`config.mk`:
```
export PLATFORM = sky130hd
export DESIGN_NAME = mem_stage
export DESIGN_NICKNAME = d
export VERILOG_FILES = /design/src/rtl/mem_stage.sv
export SDC_FILE = /design/constraint.sdc
export NUM_CORES = 1
export LEC_CHECK = 0
export BUFFER_PORTS_ARGS = -buffer_cell sky130_fd_sc_hd__buf_4
export CELL_PAD_IN_SITES_DETAIL_PLACEMENT = 1
export CELL_PAD_IN_SITES_GLOBAL_PLACEMENT = 1
export CORE_MARGIN = 3
export CORE_UTILIZATION = 38
export CTS_CLUSTER_DIAMETER = 120
export DETAILED_ROUTE_END_ITERATION = 10
export GPL_TIMING_DRIVEN = 0
export PLACE_DENSITY_LB_ADDON = 0.1
export SYNTH_ARGS = -nofsm -noshare
export SYNTH_HDL_FRONTEND = slang
export SYNTH_SLANG_ARGS = --single-unit
```
`constraint.sdc`:
```
create_clock -name clk_i -period 5.3 [get_ports clk_i]
set_input_delay 1.06 -clock clk_i [delete_from_list [all_inputs] [get_ports clk_i]]
set_output_delay 1.06 -clock clk_i [all_outputs]
set_load 0.01 [all_outputs]
```
`src/rtl/mem_stage.sv`:
```
// mem_stage: RV32I memory stage with a req/gnt/rvalid data bus
// and a one-pulse writeback bundle per accepted instruction.
module mem_stage #(
  parameter int TIMEOUT_CYCLES = 16
) (
  input  logic        clk_i,
  input  logic        rst_i,
  input  logic        valid_i,
  output logic        ready_o,
  input  logic [31:0] pc_i,
  input  logic [31:0] alu_i,
  input  logic [31:0] DataB_i,
  input  logic [2:0]  funct3_i,
  input  logic        MemRd_i,
  input  logic        MemWr_i,
  input  logic [1:0]  WBSel_i,
  input  logic        RegWEn_i,
  input  logic [4:0]  AddrD_i,
  output logic        dmem_req_o,
  output logic        dmem_we_o,
  output logic [31:0] dmem_addr_o,
  output logic [31:0] dmem_wdata_o,
  output logic [3:0]  dmem_be_o,
  input  logic        dmem_gnt_i,
  input  logic        dmem_rvalid_i,
  input  logic [31:0] dmem_rdata_i,
  output logic        valid_o,
  output logic [31:0] DataD_o,
  output logic        RegWEn_o,
  output logic [4:0]  AddrD_o,
  output logic        misalign_o,
  output logic        bus_err_o
);

  localparam int CW = $clog2(TIMEOUT_CYCLES + 1);
  localparam logic [CW-1:0] CNT_LAST = CW'(TIMEOUT_CYCLES - 1);

  typedef enum logic [1:0] {IDLE, REQ, RESP, DONE} state_t;

  typedef struct packed {
    logic [31:0] pc;
    logic [31:0] alu;
    logic [31:0] data_b;
    logic [2:0]  funct3;
    logic        wr;
    logic [1:0]  wb_sel;
    logic        reg_we;
    logic [4:0]  addr_d;
  } op_t;

  state_t        state_q, state_d;
  logic [CW-1:0] cnt_q, cnt_d;
  op_t           op_q, op_in;

  logic        accept, align_ok, in_req, idle;
  logic        fin, fin_mis, fin_bus, fin_ld;
  logic [31:0] cur_pc, cur_alu;
  logic [1:0]  cur_wb;
  logic        cur_we, cur_wr;
  logic [4:0]  cur_ad;
  logic [31:0] rd_shift, ld_val, wb_val;

  assign idle    = state_q == IDLE;
  assign ready_o = rst_i && idle;
  assign accept  = valid_i && ready_o;

  assign op_in = '{pc: pc_i, alu: alu_i, data_b: DataB_i,
                   funct3: funct3_i, wr: MemWr_i,
                   wb_sel: WBSel_i, reg_we: RegWEn_i,
                   addr_d: AddrD_i};

  // single-cycle completions finish before op_q is loaded
  assign cur_pc  = idle ? pc_i     : op_q.pc;
  assign cur_alu = idle ? alu_i    : op_q.alu;
  assign cur_wb  = idle ? WBSel_i  : op_q.wb_sel;
  assign cur_we  = idle ? RegWEn_i : op_q.reg_we;
  assign cur_wr  = idle ? MemWr_i  : op_q.wr;
  assign cur_ad  = idle ? AddrD_i  : op_q.addr_d;

  always_comb begin
    align_ok = 1'b0;
    unique case (funct3_i)
      3'b000, 3'b100: align_ok = 1'b1;
      3'b001, 3'b101: align_ok = !alu_i[0];
      3'b010:         align_ok = alu_i[1:0] == 2'b00;
      default:        align_ok = 1'b0;
    endcase
  end

  always_comb begin
    state_d = state_q;
    cnt_d   = cnt_q;
    fin     = 1'b0;
    fin_mis = 1'b0;
    fin_bus = 1'b0;
    fin_ld  = 1'b0;
    unique case (state_q)
      IDLE: if (accept) begin
        if (!(MemRd_i || MemWr_i)) begin
          state_d = DONE;
          fin     = 1'b1;
        end else if (!align_ok) begin
          state_d = DONE;
          fin     = 1'b1;
          fin_mis = 1'b1;
        end else begin
          state_d = REQ;
          cnt_d   = '0;
        end
      end
      REQ: if (dmem_gnt_i) begin
        cnt_d = '0;
        if (op_q.wr) begin
          state_d = DONE;
          fin     = 1'b1;
        end else begin
          state_d = RESP;
        end
      end else if (cnt_q == CNT_LAST) begin
        state_d = DONE;
        fin     = 1'b1;
        fin_bus = 1'b1;
      end else begin
        cnt_d = cnt_q + 1'b1;
      end
      RESP: if (dmem_rvalid_i) begin
        state_d = DONE;
        fin     = 1'b1;
        fin_ld  = 1'b1;
      end else if (cnt_q == CNT_LAST) begin
        state_d = DONE;
        fin     = 1'b1;
        fin_bus = 1'b1;
      end else begin
        cnt_d = cnt_q + 1'b1;
      end
      DONE:    state_d = IDLE;
      default: state_d = IDLE;
    endcase
  end

  assign rd_shift = dmem_rdata_i >> {op_q.alu[1:0], 3'b000};

  always_comb begin
    ld_val = rd_shift;
    unique case (1'b1)
      op_q.funct3 == 3'b000: ld_val = {{24{rd_shift[7]}}, rd_shift[7:0]};
      op_q.funct3 == 3'b100: ld_val = {24'h0, rd_shift[7:0]};
      op_q.funct3 == 3'b001: ld_val = {{16{rd_shift[15]}}, rd_shift[15:0]};
      op_q.funct3 == 3'b101: ld_val = {16'h0, rd_shift[15:0]};
      default:               ld_val = rd_shift;
    endcase
  end

  always_comb begin
    wb_val = '0;
    unique case (cur_wb)
      2'b00:   wb_val = fin_ld ? ld_val : '0;
      2'b01:   wb_val = cur_alu;
      2'b10:   wb_val = cur_pc + 32'd4;
      default: wb_val = '0;
    endcase
  end

  assign in_req      = state_q == REQ;
  assign dmem_req_o  = in_req;
  assign dmem_we_o   = in_req && op_q.wr;
  assign dmem_addr_o = in_req ? {op_q.alu[31:2], 2'b00} : '0;

  always_comb begin
    dmem_be_o    = '0;
    dmem_wdata_o = '0;
    if (in_req) begin
      unique case (op_q.funct3[1:0])
        2'b00: begin
          dmem_be_o    = 4'b0001 << op_q.alu[1:0];
          dmem_wdata_o = {4{op_q.data_b[7:0]}};
        end
        2'b01: begin
          dmem_be_o    = 4'b0011 << op_q.alu[1:0];
          dmem_wdata_o = {2{op_q.data_b[15:0]}};
        end
        default: begin
          dmem_be_o    = 4'b1111;
          dmem_wdata_o = op_q.data_b;
        end
      endcase
    end
  end

  always_ff @(posedge clk_i) begin
    if (!rst_i) begin
      state_q    <= IDLE;
      cnt_q      <= '0;
      op_q       <= '0;
      valid_o    <= 1'b0;
      DataD_o    <= '0;
      RegWEn_o   <= 1'b0;
      AddrD_o    <= '0;
      misalign_o <= 1'b0;
      bus_err_o  <= 1'b0;
    end else begin
      state_q    <= state_d;
      cnt_q      <= cnt_d;
      valid_o    <= fin;
      misalign_o <= fin_mis;
      bus_err_o  <= fin_bus;
      RegWEn_o   <= fin && cur_we && !cur_wr && !fin_mis && !fin_bus;
      if (accept) op_q <= op_in;
      if (fin) begin
        DataD_o <= wb_val;
        AddrD_o <= cur_ad;
      end
    end
  end

endmodule
```
==> reports/metrics.cfg <==
[synth]
synth_cell_types=66
synth_area_sq_um=9110
synth_edf_count=0
synth.avg_cell_area_sq_um=7.78
yosys_warnings=0
synth_seq_area_share_pct=34.3
synthCells=1171
async_flop_share_pct=0
ys_ff_latch=156
ys.flop_type=dfxtp_1

[route]
wl_per_cell_um=23.8
routed_via_density=5.83
dr_total_vias=10400
drtIter0Drc=930
dr.pass1.iters=5
antenna_left=0
drc=0
finalWirelength_um=42400

[clock_tree]
root_buffer=clkbuf_16
path_clk_slew_ps=80
cts_buffer_depth=2
postCtsHoldBufs=0
cts.sinks=156
clock_latency_ps=450
htreeDepth=4
cts_tree=built
numCtsBuffers=17

[setup_path]
cp_slowest_stage_delay_ps=530
crit_arrival_ps=5360
cp_slowest_cell=or4_1
cp.required_ps=5680
path_cells=inv_1 > ha_1 > buf_6 > buf_2 > buf_4 > buf_2 > clkbuf_4 > mux2_2 > ha_1 > inv_1 > a211oi_4 > nand4_4 > or4_1 > a21oi_1 > o221a_1
startpoint_type=register
rr_startpoint=state_q[0]$_SDFFE_PN0P_
ff2ff_path_depth=15
reg2reg_slack_ps=320
critPathKind=register to register
cp_max_fo=19
cp-end-kind=register
cp_top_family=buffers and inverters
cp.buffers_inverters=7
rr_endpoint=DataD_o[26]$_SDFFE_PN0P_

[job]
drv_cap=0

[layout]
antennaDiodeCount=0
multi_input_area_sq_um=5580
fin_area_sq_um=12000
regArea_sq_um=3120
nets=1597
synthToLayoutAreaGrowth_pct=32.0
n_fill_cell=2970
drive_gt1_share_pct=23.7

[power]
power_mw=5.73
leakagePower_nw=4.86
p_sw_mw=2.60
clkPwrFrac_pct=22.2
p_int_mw=3.14
comb_power_share_pct=49.8
power_density_nw_per_um2=477
p_seq_share_pct=28.0
netSwitchingFraction_pct=45.3
ir_drop_mv=0.210

[timing]
rsz0062_at_grt=false
fin_skew_ps=14.5
setup_viol=0
slew_viol_final=0
maxSlewHeadroom_pct=23.3
period_share_pct=94.0
clock.fmax_ghz=0.201
period_minus_slack_ps=4980
worstMarginPinSlew_ps=1150
holdWs_ps=461
hold_violations=0

[floorplanning]
die-area_sq_um=25900
start_util_pct=38.7
die_height_um=161
core_sq_um=23500
ioPinCount=258
die_w_um=161
row_count=56

[grt]
grt.total_usage_pct=32.0
grt_use_met3_pct=8.33
grt_max_degree=17
overflow=0
grt_use_met1_pct=42.8
use_met2_pct=50.6
grt_pass1_vias=10600
grt_antenna_before_repair=0
grt_most_used_layer=met2
grt_pass1_wl_um=63900

[placed_design]
post_dp_cell_area_sq_um=11400
globalplace.congestion=0.980
dp_hpwl_um=32900
portBuffers=255

[min_path]
min_to=op_q[1]$_SDFFE_PN0P_
min_path_cells=2
hold_start=op_q[1]$_SDFFE_PN0P_
hold_path_class=register to register

[run_status]
status=completed

## cell usage in the layout, fill, tap and decap left out, types with 10 or more instances in the layout
cell       count
a211oi_1      22
a21oi_1       26
a221oi_1      16
a22oi_1       10
and2_1        51
buf_4        260
clkbuf_1      69
clkbuf_16     17
dfxtp_1      156
mux2_2        27
mux2i_1       73
nand2_1      272
nand3_1       29
nand3b_1      11
nor2_1        37
nor2b_1       21
o21ai_0      139
o22ai_1       12
xnor2_1       12
## metal layers
metal  up-vias  share of wire [%]
met3        78                9.4
met5         -                  0
li1       4709                  -
met1      5080                 43
met4         0                2.8
met2       487                 45
## worst max-delay path by stage
stage / startpoint / endpoint / slack, ps / depth (start not counted)
after floorplan: state_q[0]$_SDFFE_PN0P_ / DataD_o[26]$_SDFFE_PN0P_ / 1560 / 16
after global placement: state_q[1]$_SDFFE_PN0P_ / DataD_o[26]$_SDFFE_PN0P_ / -80 / 16
after detailed placement: state_q[1]$_SDFFE_PN0P_ / DataD_o[26]$_SDFFE_PN0P_ / -80 / 16
after CTS: state_q[0]$_SDFFE_PN0P_ / DataD_o[26]$_SDFFE_PN0P_ / 9 / 16
after global routing: state_q[1]$_SDFFE_PN0P_ / DataD_o[26]$_SDFFE_PN0P_ / 30 / 15
final: state_q[0]$_SDFFE_PN0P_ / DataD_o[26]$_SDFFE_PN0P_ / 320 / 15
## kinds of logic (layout without fill, tap and decap cells)
| kind of cell | after synthesis | after routing | share of synthesized area, % |
|---|---|---|---|
| flops | 156 | 156 | 34.3 |
| buf+inv | 101 | 387 | 4.62 |
| compound gates | 306 | 306 | 21.6 |
| simple gates | 481 | 481 | 25.2 |
| fa+ha+maj | 6 | 6 | 0.824 |
| mux | 101 | 101 | 11.6 |
| other cells | 1 | 2 | 0.0412 |
| xor+xnor | 19 | 19 | 1.83 |
## stage by stage
step | std cells | setup WS, ps | TNS, ps | utilization (%)
floorplan | 1172 | 1560 | 0 | -
global placement | 1746 | -75.7 | -75.7 | 48.5
detailed placement | 1746 | -80.9 | -80.9 | 48.5
CTS | 1778 | 8.77 | 0 | 51.1
global route | 1777 | 29.4 | 0 | 51.1
finish | 1777 | 320 | 0 | 51.1
## flip-flops by register name, summed over array words and instances (netlist names)
register    cells
op_q          108
DataD_o        32
AddrD_o         5
cnt_q           5
state_q         2
RegWEn_o        1
bus_err_o       1
misalign_o      1
valid_o         1
## Yosys cell counts, types with 7 or more instances
| cell type | instances | area share [%] |
|---|---|---|
| dfxtp_1 | 156 | 34 |
| a22o_1 | 9 | 0.87 |
| mux2_2 | 27 | 3.3 |
| o22ai_1 | 12 | 0.82 |
| a222oi_1 | 9 | 0.99 |
| clkbuf_1 | 69 | 2.8 |
| nand2_1 | 272 | 11 |
| a21oi_1 | 26 | 1.4 |
| a221oi_1 | 16 | 1.5 |
| buf_2 | 11 | 0.60 |
| xor2_1 | 7 | 0.67 |
| a211oi_1 | 22 | 1.8 |
| and2_1 | 51 | 3.5 |
| xnor2_1 | 12 | 1.2 |
| nand3b_1 | 11 | 0.91 |
| inv_1 | 7 | 0.29 |
| nor3_1 | 9 | 0.49 |
| o221ai_1 | 8 | 0.77 |
| o211ai_1 | 7 | 0.58 |
| o2bb2ai_1 | 8 | 0.77 |
| buf_1 | 7 | 0.29 |
| mux2i_1 | 73 | 8.0 |
| nor2_1 | 37 | 1.5 |
| nand3_1 | 29 | 1.6 |
| and3_1 | 7 | 0.48 |
| a22oi_1 | 10 | 0.82 |
| nor2b_1 | 21 | 1.4 |
| a21boi_0 | 8 | 0.66 |
| o21ai_0 | 139 | 7.6 |
## worst register-to-register path, cell delays in order (launching register included)
cell,delay (ps)
dfxtp_1,360
inv_1,90
ha_1,440
buf_6,250
buf_2,280
buf_4,280
buf_2,400
clkbuf_4,520
mux2_2,250
ha_1,270
inv_1,110
a211oi_4,400
nand4_4,280
or4_1,530
a21oi_1,260
o221a_1,210
## area by class of cell
| cell class | instances | share of cell area [%] |
|---|---|---|
| multi-input cells | 915 | 46.4 |
| flip-flops and latches | 156 | 26.0 |
| repair buffers | 255 | 15.9 |
| clock buffers | 18 | 3.65 |
| well taps | 319 | 3.32 |
| plain buffers | 93 | 3.26 |
| clock inverters | 14 | 1.24 |
| inverters | 7 | 0.219 |
## power by group through the flow
stage               combinational (mW)  clock (mW)  sequential, mW
detailed placement                2.78           0            1.62
global placement                  2.75           0            1.62
global route                      3.03        1.33            1.63
finish                            2.85        1.27            1.60
floorplan                         1.63           0            1.58
CTS                               2.81        1.28            1.60
## timing repair
action | in CTS | in global routing
buffers inserted | 0 | 0
gates resized for setup | 1 | 1
setup endpoints to repair | 2 | 5
Power figures use the tool's default switching activity.
